## src/rtl/fetch_unit.sv

```systemverilog
// Program counter and fetch stage feeding a one-entry instruction register with valid/ready output.
// Optional build macro FETCH_NOP_SKIP_EN: zero (NOP) instructions are skipped instead of presented.
module fetch_unit #(
  parameter int ADDR_W   = 8,
  parameter int INSTR_W  = 8,
  parameter int PC_STEP  = 2,
  parameter int RESET_PC = 0
) (
  input  logic               clk,
  input  logic               rst_n,
  output logic [ADDR_W-1:0]  pc_address,
  input  logic [INSTR_W-1:0] instr_in,
  output logic [INSTR_W-1:0] instr_out,
  output logic               instr_valid,
  input  logic               instr_ready,
  input  logic               branch_en,
  input  logic [ADDR_W-1:0]  branch_target,
  input  logic               halt_req,
  output logic               halted
);

  typedef enum logic {FETCH, HALT} state_e;

  state_e             state_q, state_d;
  logic [ADDR_W-1:0]  pc_q, pc_d;
  logic [INSTR_W-1:0] instr_q, instr_d;
  logic               valid_q, valid_d;
  logic               load;

  assign load = !valid_q || instr_ready;

  always_comb begin
    state_d = state_q;
    pc_d    = pc_q;
    instr_d = instr_q;
    valid_d = valid_q;
    case (state_q)
      // Frozen except that a pending instruction may still be consumed.
      HALT: begin
        if (load) valid_d = 1'b0;
      end
      FETCH: begin
        if (halt_req) begin
          state_d = HALT;
          if (load) valid_d = 1'b0;
        end else if (branch_en) begin
          pc_d    = {branch_target[ADDR_W-1:1], 1'b0};
          valid_d = 1'b0;
        end else if (load) begin
          pc_d = pc_q + ADDR_W'(PC_STEP);
`ifdef FETCH_NOP_SKIP_EN
          if (instr_in == '0) begin
            valid_d = 1'b0;
          end else begin
            instr_d = instr_in;
            valid_d = 1'b1;
          end
`else
          instr_d = instr_in;
          valid_d = 1'b1;
`endif
        end
      end
      default: state_d = FETCH;
    endcase
  end

  always_ff @(posedge clk) begin
    if (!rst_n) begin
      state_q <= FETCH;
      pc_q    <= ADDR_W'(RESET_PC);
      instr_q <= '0;
      valid_q <= 1'b0;
    end else begin
      state_q <= state_d;
      pc_q    <= pc_d;
      instr_q <= instr_d;
      valid_q <= valid_d;
    end
  end

  assign pc_address  = pc_q;
  assign instr_out   = instr_q;
  assign instr_valid = valid_q;
  assign halted      = (state_q == HALT);

endmodule

```

## config.mk

```make
export PLATFORM = sky130hd
export DESIGN_NAME = fetch_unit
export DESIGN_NICKNAME = d
export VERILOG_FILES = /design/src/rtl/fetch_unit.sv
export SDC_FILE = /design/constraint.sdc
export NUM_CORES = 1
export LEC_CHECK = 0
export CORE_AREA = 2 2 50 52
export DETAILED_ROUTE_END_ITERATION = 8
export DIE_AREA = 0 0 52 54
export PLACE_DENSITY_LB_ADDON = 0.1
export SLEW_MARGIN = 20
export SYNTH_ARGS = -nofsm -noshare
export SYNTH_HDL_FRONTEND = slang
export SYNTH_SLANG_ARGS = --single-unit
```

## constraint.sdc

```tcl
create_clock -name clk -period 1.6 [get_ports clk]
set_input_delay 0.16 -clock clk [delete_from_list [all_inputs] [get_ports clk]]
set_output_delay 0.16 -clock clk [all_outputs]
set_load 0.05 [all_outputs]
```

==> flow_summary.yaml, run 1 <==
outcome:
  status: "completed"
clock_tree:
  numCtsBuffers: 3
  clk_latency_ps: 280
  cts_setup_buffers: 0
  cts_max_path_buffers: 2
  cts_tree: "done"
  post_cts_resized: 0
  cts_root_buf: "clkbuf_4"
  holdBufCountCts: 0
  clock-sinks: 17
  path_clk_slew_ps: 100
  cts_max_level: 1
die:
  die_width_um: 52
  rows: 18
  placeableCoreArea_um2: 2320
  ioPinCount: 39
  initial_core_util_pct: 37.9
  die-area_um2: 2810
  die_h_um: 54
yosys:
  yosysSeqAreaShare_pct: 38.7
  ys_seq_elements: 17
  ys_types: 36
  syn_inst: 101
  yosys_warnings: 0
  synth.net_count: 123
  syn_avg_cell_area_um2: 8.71
  syn-cell-area_um2: 880
route:
  drt_first_pass_iters: 4
  routed_wl_mm: 2.12
  wl_per_cell_um: 12.1
  num_vias: 879
  antenna_left: 0
  drtIter0Drc: 17
  vias_per_cell: 5.02
  drc: 0
power:
  power_uw: 986
  p_seq_share_pct: 48.0
  pwr_density_cell_nw_per_um2: 758
  p_comb_share_pct: 29.3
  peakVddDrop_v: 0.000369
  swShare_pct: 32.1
  switching_power_uw: 316
  clock_power_share_pct: 22.7
  p_int_uw: 670
  leakagePower_nw: 0.553
sta:
  max_freq_mhz: 689
  hold_slack_ps: 432
  post-route-period-util_pct: 90.7
  fin_setup_tns_ps: 0
  slew_violations: 0
  rsz0062_at_grt: "no"
  final_hold_viol_count: 0
  report.final.setup_viol: 0
  fin_skew_ps: 1.19
  min_period_ps: 1450
setup_path:
  start_kind: "register"
  slowest_stage: "dfxtp_2"
  crit_chain: "ha_1 -> nand2b_4 -> o311ai_4 -> a21boi_1 -> o22ai_1"
  max_stage_delay_ps: 400
  reg2regPathDepth: 5
  cp-end-kind: "register"
  cp-startpoint: "pc_address[1]"
  path_delay_family: "compound AO/OA/AOI/OAI gates"
  rr_endpoint: "pc_address[7]"
  path_class: "register to register"
  crit_required_ps: 1770
  path_buf_inv: 0
  cp.arrival_ps: 1620
  critPathMaxFanout: 7
  r2r_slack_ps: 150
  reg2reg_from: "pc_address[1]"
grt:
  grt_start_max_net_pins: 12
  antenna_found_initial: 0
  busiest_layer: "met2"
  grt_pass1_vias: 766
  met1_usage_pct: 19.4
  grt_pass1_wl_mm: 3.34
  grtUsageMet3_pct: 3.61
  grt-ovfl-total: 0
  track_usage_pct: 16.3
  met2_usage_pct: 28.3
cells_and_area:
  nets: 168
  final_cell_mix: "buf_4, clkdlybuf4s50_1, nand2_1, dfxtp_1, a21boi_1"
  drive_gt1_share_pct: 27.6
  antennaDiodeCount: 0
  syn_to_final_growth_pct: 47.9
  mostFrequentLayoutCell: "buf_4"
placement:
  routabilityCongestion: 0.771
  io_buffers: 36
  dp_hpwl_mm: 1.62
flow_run:
  maxCapViolations: 0
worst_hold_path:
  hp-start: "instr_in[6]"
  whs_path_depth: 3
  min_path_type: "primary input to register"
  hold_end: "instr_out[6]"
==> kinds of logic after synthesis <==
group / after synthesis / share of synthesized area (%)
muxes: 2 / 2.42
buffers and inverters: 10 / 5.97
and+or+nand+nor: 41 / 24.3
adders and majority gates: 1 / 1.42
other: 1 / 0.426
DFF: 17 / 38.7
AOI/OAI and AO/OA: 29 / 26.7
==> stage by stage <==
stage | instance area, µm² | setup WS (ps) | cells | util [%]
6_report | 1300 | 148 | 175 | 56.1
5_1_grt | 1300 | 78.3 | 175 | 56.1
4_1_cts | 1300 | 158 | 175 | 56.1
3_5_place_dp | 1270 | 7.19 | 171 | 55.0
3_3_place_gp | 1270 | 48.4 | 171 | 55.0
2_1_floorplan | 882 | 48.8 | 101 | -
==> power by group through the flow <==
stage | sequential [mW] | combinational, mW | clock [mW]
floorplan | 0.560 | 0.0963 | 0
global placement | 0.481 | 0.287 | 0
CTS | 0.473 | 0.290 | 0.241
finish | 0.473 | 0.289 | 0.224
global route | 0.477 | 0.308 | 0.260
detailed placement | 0.482 | 0.290 | 0
==> synthesized netlist by cell type <==
library cell | number | area (µm²)
dfxtp_1 | 17 | 340
nand2_1 | 15 | 56.3
a21boi_1 | 10 | 75.1
nand3_1 | 9 | 45.0
nor2_1 | 7 | 26.3
buf_2 | 3 | 15.0
inv_1 | 3 | 11.3
o221a_1 | 3 | 33.8
a21oi_1 | 2 | 10.0
a31oi_1 | 2 | 12.5
nand2b_1 | 2 | 12.5
o21a_1 | 2 | 15.0
o21ai_0 | 2 | 10.0
o21ai_1 | 2 | 10.0
a31o_1 | 1 | 8.76
and3_1 | 1 | 6.26
buf_4 | 1 | 7.51
buf_6 | 1 | 11.3
clkbuf_1 | 1 | 3.75
clkinv_1 | 1 | 3.75
conb_1 | 1 | 3.75
ha_1 | 1 | 12.5
mux2_2 | 1 | 11.3
mux2i_1 | 1 | 10.0
nand2_2 | 1 | 6.26
nand2b_4 | 1 | 13.8
nand4_1 | 1 | 6.26
nand4_2 | 1 | 12.5
nor2_2 | 1 | 6.26
nor2b_1 | 1 | 6.26
nor3_4 | 1 | 16.3
o211a_1 | 1 | 10.0
o21ai_2 | 1 | 8.76
o22ai_1 | 1 | 6.26
o311ai_4 | 1 | 26.3
o41ai_1 | 1 | 8.76
==> flip-flops by register name, summed over array words and instances, names as in the netlist <==
register / flops
instr_out: 8
pc_address: 7
halted: 1
instr_valid: 1
==> cell type report <==
cell class                 count  area [µm²]
tap                           30        37.5
sequential                    17         343
fill                         226        1020
multi-input combinational     74         487
inverter                       4        15.0
clock buffer                   4        26.3
timing repair buffer          46         393
==> per-layer routing <==
metal	wire, µm	vias up	part of all wire (%)
met1	938	408	44
met4	12	0	0.57
met5	0	-	0
met2	1050	25	50
li1	-	444	-
met3	114	2	5.4
==> worst min-delay path, cell delays in order <==
cell and delay [ps]:
clkdlybuf4s50_1 400, nand3_1 60, a21boi_1 50
==> how the worst max path moves through the flow <==
stage | endpoint | slack, ps | cells after the start
final | pc_address[7] | 150 | 5
after global routing | pc_address[7] | 80 | 5
after CTS | pc_address[7] | 160 | 5
after detailed placement | pc_address[7] | 7 | 6
after global placement | pc_address[7] | 50 | 6
after floorplan | pc_address[7] | 50 | 4
Note: power is estimated with default switching activity, not from simulation.
==> inputs of run 2 (changes only) <==
==> constraint.sdc (replaced) <==
create_clock -name clk -period 1.5 [get_ports clk]
set_input_delay 0.15 -clock clk [delete_from_list [all_inputs] [get_ports clk]]
set_output_delay 0.15 -clock clk [all_outputs]
set_load 0.05 [all_outputs]
==> flow_summary.yaml, run 2 (synthesis results as in run 1) <==
grt:
  grt_pass1_vias: 816
  grt_pass1_wl_mm: 3.40
  track_usage_pct: 16.2
  grt_start_max_net_pins: 11
  antenna_found_initial: 0
  grt-ovfl-total: 0
clock_tree:
  holdBufCountCts: 0
  cts_root_buf: "clkbuf_4"
  cts_max_path_buffers: 2
  clk_latency_ps: 290
  clock-sinks: 17
  numCtsBuffers: 3
  cts_max_level: 1
  cts_tree: "done"
  path_clk_slew_ps: 100
  cts_setup_buffers: 0
  post_cts_resized: 0
power:
  pwr_density_cell_nw_per_um2: 797
  leakagePower_nw: 0.567
  swShare_pct: 32.4
  power_mw: 1.06
  p_comb_share_pct: 29.4
  clock_power_share_pct: 22.9
  switching_power_uw: 343
  peakVddDrop_v: 0.000446
  p_seq_share_pct: 47.7
  p_int_uw: 714
setup_path:
  reg2reg_from: "pc_address[1]"
  rr_endpoint: "pc_address[7]"
  cp.arrival_ps: 1590
  cp-startpoint: "pc_address[1]"
  start_kind: "register"
  crit_path_end: "pc_address[7]"
  crit_chain: "ha_1 -> nand2b_4 -> o311ai_4 -> a21boi_1 -> o22ai_1"
  slowest_stage: "dfxtp_4"
  reg2regPathDepth: 5
  critPathMaxFanout: 7
  cp-end-kind: "register"
  crit_required_ps: 1670
  path_class: "register to register"
  r2r_slack_ps: 90
  max_stage_delay_ps: 390
cells_and_area:
  antennaDiodeCount: 0
  mostFrequentLayoutCell: "buf_4"
  largest_register_ffs: 8
  syn_to_final_growth_pct: 50.8
  multi_input_area_um2: 487
  final_cell_mix: "buf_4, clkdlybuf4s50_1, nand2_1, dfxtp_1, a21boi_1"
  register_area_um2: 352
  fill_cells: 224
  drive_gt1_share_pct: 31.3
  layout.cells.non_filler: 177
  nets: 170
die:
  rows: 18
  ioPinCount: 39
  die_h_um: 54
  placeableCoreArea_um2: 2320
  die_width_um: 52
  die-area_um2: 2810
  initial_core_util_pct: 37.9
route:
  num_vias: 869
  vias_per_cell: 4.91
  drtIter0Drc: 20
  antenna_left: 0
  routed_wl_mm: 2.04
  drc: 0
  drt_first_pass_iters: 4
  wl_per_cell_um: 11.5
sta:
  min_period_ps: 1410
  max_freq_mhz: 709
  final_hold_viol_count: 0
  post-route-period-util_pct: 94.0
  fin_skew_ps: 8.40
  report.final.setup_viol: 0
  slew_violations: 0
  rsz0062_at_grt: "no"
placement:
  routabilityCongestion: 0.840
  io_buffers: 36
  numPlacedInstances: 173
  dp_hpwl_mm: 1.59
outcome:
  status: "completed"
worst_hold_path:
  min_path_type: "primary input to register"
flow_run:
  maxCapViolations: 0
## run 2: cell types whose count changed in the layout (fill, tap and decap cells not counted), sizes merged
cell / previous run / this run
clkinv: 1 / 2
buf: 27 / 29
clkbuf: 4 / 3
## run 2: power groups by stage
stage | registers [mW] | logic [mW] | clock network (mW)
2_1_floorplan | 0.598 | 0.103 | 0
3_3_place_gp | 0.514 | 0.311 | 0
3_5_place_dp | 0.515 | 0.313 | 0
4_1_cts | 0.505 | 0.314 | 0.261
5_1_grt | 0.510 | 0.334 | 0.275
6_report | 0.504 | 0.311 | 0.242
## run 2: stage by stage
step | util, % | hold WS [ps] | TNS (ps) | setup WS [ps] | instance area (µm²)
5_1_grt | 57.2 | 411 | 0 | 11.4 | 1330
4_1_cts | 57.2 | 396 | 0 | 70.3 | 1330
2_1_floorplan | - | 296 | 0 | 22.3 | 891
3_5_place_dp | 56.0 | 448 | -133 | -85.4 | 1300
6_report | 57.2 | 410 | 0 | 89.3 | 1330
3_3_place_gp | 56.0 | 440 | -40.9 | -37.6 | 1300
## run 2: how the worst min path moves through the flow
stage	startpoint	to	slack, ps	cells past startpoint
after floorplan	instr_in[0]	instr_out[0]	300	2
after global placement	instr_out[5]	instr_out[5]	440	2
after detailed placement	instr_out[5]	instr_out[5]	450	2
after CTS	instr_in[6]	instr_out[6]	400	3
after global routing	instr_in[3]	instr_out[3]	410	3
final	instr_in[5]	instr_out[5]	410	3
## run 2: layout make-up
type                       instances  area share [%]
clock buffer                       3            1.70
multi-input combinational         74            36.7
timing repair buffer              48            30.8
sequential                        17            26.5
tap                               30            2.83
inverter                           4            1.13
clock inverter                     1           0.377
## run 2: per-layer routing
layer  part of all wire, %  global-route usage [%]  up-vias
met5                     0                       0        -
met4                   1.8                    7.02        0
met3                   7.3                    4.17        4
met2                    50                    29.1       28
met1                    40                    18.2      388
li1                      -                       -      449
## run 2: critical path, delay by kind of cell, from the launching register on
kind / cells / cell delay, ps
AND/OR/NAND/NOR: 1 / 80
flip-flops: 1 / 390
adder cells (fa/ha/maj): 1 / 270
AO/OA/AOI/OAI: 3 / 570
==> inputs of run 3 (changes only) <==
--- a/config.mk
+++ b/config.mk
@@ -9,7 +9,7 @@
 export DETAILED_ROUTE_END_ITERATION = 8
 export DIE_AREA = 0 0 52 54
 export PLACE_DENSITY_LB_ADDON = 0.1
-export SLEW_MARGIN = 20
+export SLEW_MARGIN = 5
 export SYNTH_ARGS = -nofsm -noshare
 export SYNTH_HDL_FRONTEND = slang
 export SYNTH_SLANG_ARGS = --single-unit
==> results of run 3 <==
Final layout, timing and power as in run 2 (identical DEF).
